<file path="src/rtl/pix_sync_align.sv">
// pix_sync_align
//   Brings an arcade core's sync/blank signals into the clk_sys domain, aligned
//   to its pixel-clock strobe.
//   - Generates a one-cycle pixel enable (ce_vid) from rising edges of pix_in.
//   - Delays each channel by a runtime-selected number of pixel edges, so that
//     blanking lines up with delayed pixel data.
//   - A watchdog forces FORCE_VAL onto sig_out while the core has stopped
//     pixel-clocking.
//
// Optional feature (macro PIX_MEASURE_EN):
//   Measures active width/height from the delayed ch0 (hblank) and ch1 (vblank)
//   taps. When the macro is undefined, meas_w/meas_h/meas_valid are tied to 0.
//
// Ports:
//   clk_sys     system clock, rising edge
//   reset_n     asynchronous active-low reset
//   pix_in      pixel-clock level, already synchronous to clk_sys
//   sig_in      raw sync/blank signals (ch0 hblank, ch1 vblank, ch2 hsync, ch3 vsync)
//   delay_sel   per-channel delay, channel c in [c*DW +: DW]
//   ce_vid      one-cycle pixel enable
//   sig_out     delayed or forced signals
//   stalled     watchdog flag
//   meas_w      active pixels per line
//   meas_h      active lines per frame
//   meas_valid  a complete frame has been measured (sticky)
module pix_sync_align #(
    parameter int                  CHANNELS  = 4,
    parameter int                  MAX_DELAY = 16,
    parameter int                  DW        = 4,
    parameter int                  TIMEOUT   = 1024,
    parameter logic [CHANNELS-1:0] FORCE_VAL = 4'b0011,
    parameter int                  CNT_W     = 10
) (
    input  logic                   clk_sys,
    input  logic                   reset_n,
    input  logic                   pix_in,
    input  logic [CHANNELS-1:0]    sig_in,
    input  logic [CHANNELS*DW-1:0] delay_sel,
    output logic                   ce_vid,
    output logic [CHANNELS-1:0]    sig_out,
    output logic                   stalled,
    output logic [CNT_W-1:0]       meas_w,
    output logic [CNT_W-1:0]       meas_h,
    output logic                   meas_valid
);

    localparam int             WD_W   = $clog2(TIMEOUT + 1);
    localparam int             IW     = (MAX_DELAY > 1) ? $clog2(MAX_DELAY) : 1;
    localparam logic [WD_W-1:0] WD_MAX = WD_W'(TIMEOUT);

    logic                 pix_q;
    logic                 ce_vid_q;
    logic                 stalled_q;
    logic                 stalled_d;
    logic [WD_W-1:0]      wd_q;
    logic [WD_W-1:0]      wd_d;
    logic [MAX_DELAY-1:0] sr_q [CHANNELS];
    logic [MAX_DELAY-1:0] sr_d [CHANNELS];
    logic                 edge_s;
    logic [CHANNELS-1:0]  tap_s;

    // Edge detect, watchdog next state and shift-register next state
    always_comb begin
        edge_s = pix_in & ~pix_q;
        if (edge_s) begin
            wd_d = '0;
        end else if (wd_q == WD_MAX) begin
            wd_d = wd_q;
        end else begin
            wd_d = wd_q + WD_W'(1);
        end
        // An edge in the cycle the counter would reach TIMEOUT clears it first,
        // so the stall flag never rises in that case.
        stalled_d = (wd_d == WD_MAX);
        for (int c = 0; c < CHANNELS; c++) begin
            if (edge_s) begin
                sr_d[c] = {sr_q[c][MAX_DELAY-2:0], sig_in[c]};
            end else begin
                sr_d[c] = sr_q[c];
            end
        end
    end

    // Core state: edge history, pixel enable, watchdog and delay lines
    always_ff @(posedge clk_sys or negedge reset_n) begin
        if (!reset_n) begin
            pix_q     <= 1'b0;
            ce_vid_q  <= 1'b0;
            stalled_q <= 1'b0;
            wd_q      <= '0;
            for (int c = 0; c < CHANNELS; c++) begin
                sr_q[c] <= {MAX_DELAY{FORCE_VAL[c]}};
            end
        end else begin
            pix_q     <= pix_in;
            ce_vid_q  <= edge_s;
            stalled_q <= stalled_d;
            wd_q      <= wd_d;
            for (int c = 0; c < CHANNELS; c++) begin
                sr_q[c] <= sr_d[c];
            end
        end
    end

    // Tap select: delay_sel goes straight into the mux, clamped to the deepest tap
    always_comb begin
        for (int c = 0; c < CHANNELS; c++) begin
            if (int'(delay_sel[c*DW +: DW]) > MAX_DELAY - 1) begin
                tap_s[c] = sr_q[c][MAX_DELAY-1];
            end else begin
                tap_s[c] = sr_q[c][IW'(delay_sel[c*DW +: DW])];
            end
        end
    end

    assign ce_vid  = ce_vid_q;
    assign stalled = stalled_q;
    assign sig_out = stalled_q ? FORCE_VAL : tap_s;

`ifdef PIX_MEASURE_EN
    logic             hb_prev_q;
    logic             vb_prev_q;
    logic [CNT_W-1:0] w_cnt_q;
    logic [CNT_W-1:0] w_last_q;
    logic [CNT_W-1:0] line_q;
    logic [CNT_W-1:0] meas_w_q;
    logic [CNT_W-1:0] meas_h_q;
    logic             valid_q;
    logic             meas_ce_s;
    logic             hb_rise_s;
    logic             vb_rise_s;

    // Measure on the cycle the taps have just advanced, frozen while stalled
    assign meas_ce_s = ce_vid_q & ~stalled_q;
    assign hb_rise_s = tap_s[0] & ~hb_prev_q;
    assign vb_rise_s = tap_s[1] & ~vb_prev_q;

    // Width, line and frame-latch counters
    always_ff @(posedge clk_sys or negedge reset_n) begin
        if (!reset_n) begin
            // History starts at the reset tap level so the first pixel
            // cannot look like a blanking rise.
            hb_prev_q <= FORCE_VAL[0];
            vb_prev_q <= FORCE_VAL[1];
            w_cnt_q   <= '0;
            w_last_q  <= '0;
            line_q    <= '0;
            meas_w_q  <= '0;
            meas_h_q  <= '0;
            valid_q   <= 1'b0;
        end else if (meas_ce_s) begin
            hb_prev_q <= tap_s[0];
            vb_prev_q <= tap_s[1];
            if (hb_rise_s) begin
                w_last_q <= w_cnt_q;
                w_cnt_q  <= '0;
            end else if (!tap_s[0] && (w_cnt_q != '1)) begin
                w_cnt_q <= w_cnt_q + CNT_W'(1);
            end else begin
                w_cnt_q <= w_cnt_q;
            end
            if (vb_rise_s) begin
                meas_w_q <= w_last_q;
                meas_h_q <= line_q;
                line_q   <= '0;
                valid_q  <= 1'b1;
            end else if (hb_rise_s && !tap_s[1] && (line_q != '1)) begin
                line_q <= line_q + CNT_W'(1);
            end else begin
                line_q <= line_q;
            end
        end else begin
            hb_prev_q <= hb_prev_q;
        end
    end

    assign meas_w     = meas_w_q;
    assign meas_h     = meas_h_q;
    assign meas_valid = valid_q;
`else
    assign meas_w     = '0;
    assign meas_h     = '0;
    assign meas_valid = 1'b0;
`endif

endmodule
</file>
<file path="config.mk">
export PLATFORM = sky130hd
export DESIGN_NAME = pix_sync_align
export DESIGN_NICKNAME = d
export VERILOG_FILES = /design/src/rtl/pix_sync_align.sv
export SDC_FILE = /design/constraint.sdc
export NUM_CORES = 1
export LEC_CHECK = 0
export CORE_MARGIN = 4
export CORE_UTILIZATION = 40
export CTS_BUF_LIST = sky130_fd_sc_hd__clkbuf_4 sky130_fd_sc_hd__clkbuf_8
export DETAILED_ROUTE_END_ITERATION = 6
export REMOVE_ABC_BUFFERS = 1
export SKIP_CTS_REPAIR_TIMING = 1
export SLEW_MARGIN = 20
export SYNTH_ARGS = -nofsm -noshare
export SYNTH_HDL_FRONTEND = slang
export SYNTH_SLANG_ARGS = --single-unit
export TNS_END_PERCENT = 1
</file>
<file path="constraint.sdc">
create_clock -name clk_sys -period 1.8 [get_ports clk_sys]
set_input_delay 0.18 -clock clk_sys [delete_from_list [all_inputs] [get_ports clk_sys]]
set_output_delay 0.18 -clock clk_sys [all_outputs]
set_load 0.03 [all_outputs]
</file>
# After elaboration in Yosys (flattened, before gate mapping)
# Cells that the tools add are included.
[op_classes]
add_sub_neg = 1
magnitude_cmp = 4
n_eq_ne = 2
mux = 11
n_bitwise = 2
[ops]
columns = ["op", "n"]
rows = [
  ["$eq 11x11->1 const B", 2],
  ["$mux 11", 2],
  ["$lt 4x5->1 const B", 4],
  ["$bmux 1 s4", 4],
  ["$add 11x1->11 const B", 1],
  ["$mux 1", 4],
  ["$mux 4", 1],
  ["$and 1x1->1", 1],
  ["$not 1->1", 1],
]
[word_totals]
reg_bits = 78
wordCells = 28

# Logic depth before layout (Yosys ltp)
# Gate-level depths: netlist of run 1.
[logic_depth]
word_depth = 4
ltp_mapped = 7

# Worst setup path before layout of run 1
# No wires, ideal clock.
[synth_timing]
path_kind = "register -> output"
start = "register sr_q[61] in the netlist's numbering"
end = "output sig_out[0]"
arrival_time_ps = 1606
required_ps = 1620
setup_slack_ps = 14
path_stages_with_launch = 4
n_path_buf = 0
path_cell_list = "dfstp_2 mux4_1 mux4_2 or2_1"
[synth_via]
elab_chain_cells = 3
[synth_lines]
columns = ["element", "line_no", "source"]
rows = [
  ["start: declaration", "57", "logic [MAX_DELAY-1:0] sr_q [CHANNELS];"],
  ["start signal: indexed assignment", "92", "sr_q[c] <= {MAX_DELAY{FORCE_VAL[c]}};"],
  ["start signal: indexed assignment", "100", "sr_q[c] <= sr_d[c];"],
  ["$bmux 1 s4", "111", "tap_s[c] = sr_q[c][IW'(delay_sel[c*DW +: DW])];"],
  ["$mux 1 (implied by the code)", "111", ""],
  ["$mux 4", "118", "assign sig_out = stalled_q ? FORCE_VAL : tap_s;"],
  ["end: declaration", "40", "output logic [CHANNELS-1:0] sig_out,"],
]
# No other way between the ends. The select of a mux whose other input is x is not followed.

# Worst setup path in the final report of run 1
[layout_timing]
start = "register sr_q[15] in the netlist's numbering"
end = "output sig_out[3]"
# Same word-level chain as after synthesis.

==> results of run 1 <==
==> per-stage QoR <==
step                      TNS, ns  instances   util
final                       -1.59        615  0.521
after global routing        -1.89        615  0.521
after CTS                   -3.92        614  0.521
after detailed placement    -3.90        598  0.499
after global placement      -3.79        598  0.499
after floorplan            -62.13        377      -
==> critical path, stage by stage (launching register included) <==
cell and delay, ns:
dfrtp_1 0.38, mux4_2 0.47, mux4_2 0.48, nor2b_1 0.17
buf_2 0.19
==> where the power goes <==
part	internal, W	total [W]	switching, W
combinational	0.000705	0.00128	0.000580
sequential	0.00216	0.00240	0.000243
clock	0.000771	0.00142	0.000644
==> sequential cells by signal, indices dropped and copies added (netlist names) <==
register  flops
ce_vid        1
pix_q         1
sr_q         64
stalled       1
wd_q         11
==> synth_stat cells (2+ instances only) <==
cell | count | area share
nor3_1 | 3 | 0.0039
mux4_1 | 8 | 0.054
or2_1 | 2 | 0.0032
clkbuf_2 | 2 | 0.0026
xor2_1 | 5 | 0.011
dfrtp_1 | 46 | 0.30
nand3_1 | 8 | 0.010
nor2b_1 | 2 | 0.0032
mux4_2 | 12 | 0.070
ha_1 | 2 | 0.0065
nand2_1 | 198 | 0.19
nor2_1 | 12 | 0.012
nand2b_1 | 2 | 0.0032
xnor2_1 | 4 | 0.0091
dfstp_2 | 32 | 0.22
and2_1 | 2 | 0.0032
buf_4 | 21 | 0.041
inv_1 | 4 | 0.0039
clkbuf_1 | 16 | 0.016
==> cell families (layout without fill, tap and decap cells) <==
kind of cell               after synthesis  count (layout)  synth area share
AOI/OAI and AO/OA                        4               4           0.00940
buffers and inverters                   45             114            0.0651
adders and majority gates                2               2           0.00648
and+or+nand+nor                        236             236             0.252
other                                    1              21          0.000971
xor gates and xnor gates                 9               9            0.0204
DFF                                     78              78             0.516
muxes                                   22              22             0.130
==> layout make-up <==
class / count / share of cell area
Clock inverter: 7 / 0.0183
Sequential cell: 78 / 0.411
Timing Repair Buffer: 93 / 0.164
Multi-Input combinational cell: 294 / 0.344
Clock buffer: 9 / 0.0255
Inverter: 5 / 0.00386
Tap cell: 129 / 0.0332
==> how the worst min path moves through the flow <==
stage	startpoint	end
after floorplan	reset_n	ce_vid
after global placement	reset_n	wd_q[10]
after detailed placement	reset_n	ce_vid
after CTS	reset_n	ce_vid
after global routing	pix_in	pix_q
final	pix_in	pix_q
==> routing by layer <==
metal | global-route usage | vias to the layer above
li1 | - | 1396
met1 | 0.201 | 1379
met2 | 0.225 | 55
met3 | 0.0358 | 10
met4 | 0.0509 | 0
met5 | 0 | -
==> metrics, run 1 <==
status=complete, but fails checks; failing checks=setup timing; footprint of the multi-input gates=1670 um2; Reg clk slew, reported paths=about 0.090 ns; io pins=50; crit path capture=sig_out[3]; pin count of the biggest net entering global routing=49; fin nets=between 500 and 600; worst r2r src=wd_q[3]; type of the worst setup path=flip-flop to primary output; hold path depth=1; Slew headroom=0.602; setup ws final=-0.409 ns; global-route wire length before repair=13100 um; Num CTS Buffers=9; R2R setup slack=0.11 ns; Routed WL=7840 um; period utilisation layout=1.23; HPWL after detailed placement=approximately 5500 um; Tightest Pin Transition=0.597 ns; GRT Util Overall=0.146; Die Area=11300 um2; Layout Skew=0.0109 ns; met2 routed WL=3600 um; Period minus WS final=2.21 ns; wire per inst=around 13 um; Top Layer Used=met4; RSZ-0062 raised after global routing=yes; Remaining Overflow, GRT=0; worst r2r dst=stalled; DP Area=4650 um2; Worst Setup Start Kind=flip-flop; Syn Std Cell Area=3860 um2; FP Rows=35; worst vdd ir=about 500 uV; drt drc=0; root buffer cell=clkbuf_8; Avg Cell Area, Syn=around 9.7 um2; Seq/Total Area, Yosys=0.516; Filler cells=857; Die Span Y=106 um; layout cells sized above 1=0.290; CTS tree=built; max-slew violations=0; Die Width=106 um; Met3 Routed Length=roughly 310 um; number of synthesized flops with an enable pin=0; endpoints failing hold=0; Fmax=about 450 MHz; DRT Pass-1 Iters=4; Async S/R FF share, synth=1.00; Design Area, Final=4860 um2; initial antenna violation count=0; max-cap viol count=0; # diodes=0; Worst Reg-to-Reg Cells=5; IO buf count=28; Core ar.=9330 um2; min-delay worst type=primary input to flip-flop; CP endpoint kind=primary output; vias=between 2000 and 3000; area grow syn2layout=25.8%; flops & latches, synth=78; Setup crit start=sr_q[15]; Num Clock Sinks=78; CP Data Required Time=1.62 ns; Design Power=~0.0051 W; vias in the first global route=2736; Worst-Skew Late Latency=0.35 ns; Mapped Cells=about 400; Routed Antenna Nets=0; Initial DRC Count=161; final setup fails=4; CP Data Arrival Time=2.03 ns; Place WS=-1.00 ns; commonest non-fill, non-tap cells in the layout=nand2_1 (198), buf_4 (63), dfrtp_1 (44), dfstp_2 (32), conb_1 (21); commonest non-fill, non-tap cell in the layout=nand2_1; CP Max Fanout=2; most common flop cell mapped by yosys=dfrtp_1; starting density of the core=0.414; clock buffer depth=2; vias per cell=4.62; Hold WS=0.327 ns; PwrDens=1050 nW/um2; RePlAce Congestion=0.828; H-tree levels=3; DRT met1 WL=about 3800 um; Synth cell types=35; Leakage Power=2.50 nW; Synthesis Warnings=0; register area=1990 um2
Note: power is estimated with default switching activity, not from simulation.
==> run 2: changes to the inputs <==
--- a/config.mk
+++ b/config.mk
@@ -5,10 +5,12 @@
 export SDC_FILE = /design/constraint.sdc
 export NUM_CORES = 1
 export LEC_CHECK = 0
+export CORE_ASPECT_RATIO = 0.6
 export CORE_MARGIN = 4
 export CORE_UTILIZATION = 40
 export CTS_BUF_LIST = sky130_fd_sc_hd__clkbuf_4 sky130_fd_sc_hd__clkbuf_8
 export DETAILED_ROUTE_END_ITERATION = 6
+export GPL_ROUTABILITY_DRIVEN = 0
 export REMOVE_ABC_BUFFERS = 1
 export SKIP_CTS_REPAIR_TIMING = 1
 export SLEW_MARGIN = 20
==> metrics, run 2 (synthesized netlist as in run 1, its figures left out) <==
# diodes=0; Filler cells=870; starting density of the core=0.416; Place WS=-1.04 ns; RSZ-0062 raised after global routing=yes; Fmax=~440 MHz; worst r2r dst=stalled; HPWL after detailed placement=6080 um; worst r2r src=wd_q[3]; CTS tree=built; Num Clock Sinks=78; failing checks=setup timing; vias=2840; Reg clk slew, reported paths=0.09 ns; io pins=50; DRT Pass-1 Iters=4; CP Data Required Time=1.62 ns; Leakage Power=2.51 nW; Core ar.=9290 um2; period utilisation layout=1.25; area grow syn2layout=27.1%; max-cap viol count=0; Die Width=135 um; Worst-Skew Late Latency=around 0.36 ns; CP Max Fanout=2; global-route wire length before repair=14200 um; Layout Skew=0.0134 ns; vias in the first global route=2835; Initial DRC Count=245; vias per cell=4.60; pin count of the biggest net entering global routing=37; Die Area=11300 um2; Worst Reg-to-Reg Cells=6; layout cells sized above 1=0.307; type of the worst setup path=flip-flop to primary output; CP endpoint kind=primary output; Setup TNS Final=-1.70 ns; status=complete, but fails checks; wire per inst=around 14 um; endpoints failing hold=0; Worst Setup Start Kind=flip-flop; fin nets=508; max reg flops=64; drt drc=0; R2R setup slack=0.05 ns; Num CTS Buffers=9; commonest non-fill, non-tap cells in the layout=nand2_1 (198), buf_4 (64), dfrtp_1 (41), dfstp_2 (32), conb_1 (21); GRT Util Overall=0.160; max-slew violations=0; H-tree levels=3; Design Power=0.00520 W; initial antenna violation count=0; final setup fails=4; footprint of the multi-input gates=1680 um2; IO buf count=28; Remaining Overflow, GRT=0; root buffer cell=clkbuf_8; setup ws final=-0.450 ns; largest registers=sr_q: 64 flops, wd_q: 11 flops; commonest non-fill, non-tap cell in the layout=nand2_1; Most flops, register=sr_q; FP Rows=27; clock buffer depth=2; worst vdd ir=444 uV; Die Span Y=84.1 um; utilization after layout=0.528; min-delay worst type=primary input to async pin; Setup crit start=sr_q[40]; Routed WL=8470 um; Routed Antenna Nets=0; PwrDens=1060 nW/um2; Period minus WS final=around 2.2 ns; register area=2000 um2; CP Data Arrival Time=2.07 ns
-- run 2: cell type report --
| type | count | share of cell area |
|---|---|---|
| repair buffers | 95 | 0.168 |
| clock buffers | 9 | 0.0252 |
| clock inverters | 7 | 0.0199 |
| well taps | 130 | 0.0331 |
| flip-flops and latches | 78 | 0.407 |
| multi-input cells | 294 | 0.343 |
| inverters | 5 | 0.00382 |
-- run 2: through the flow --
step,hold slack (ns),cell area [um2],instances
2_1_floorplan,-0.116,3700,377
3_3_place_gp,0.160,4670,600
3_5_place_dp,0.169,4670,600
4_1_cts,-0.235,4890,616
5_1_grt,0.302,4910,618
6_report,0.310,4910,618
-- run 2: critical path, cell delays in order, from the launching register on --
cell	delay, ns
dfstp_2	0.39
mux4_2	0.46
mux4_2	0.46
or2_1	0.26
buf_6	0.14
-- run 2: worst max path at each step --
stage,cells after the start,end,slack [ns]
global placement,5,sig_out[1],-0.99
global route,4,sig_out[0],-0.53
floorplan,3,wd_q[0],-0.89
detailed placement,5,sig_out[1],-1.04
CTS,5,sig_out[1],-1.05
finish,4,sig_out[1],-0.45
-- run 2: per-layer routing --
layer | routed length, um | track usage | vias to the layer above
met1 | 4220 | 0.237 | 1357
met4 | 108 | 0.0434 | 0
met5 | 0 | 0 | -
met2 | 3720 | 0.224 | 56
met3 | 419 | 0.0530 | 14
li1 | - | - | 1413
-- run 2: report_power, final --
part           switching, W  leakage (nW)  internal, W
sequential         0.000258         0.941      0.00216
clock              0.000678         0.106     0.000785
combinational      0.000591          1.46     0.000724
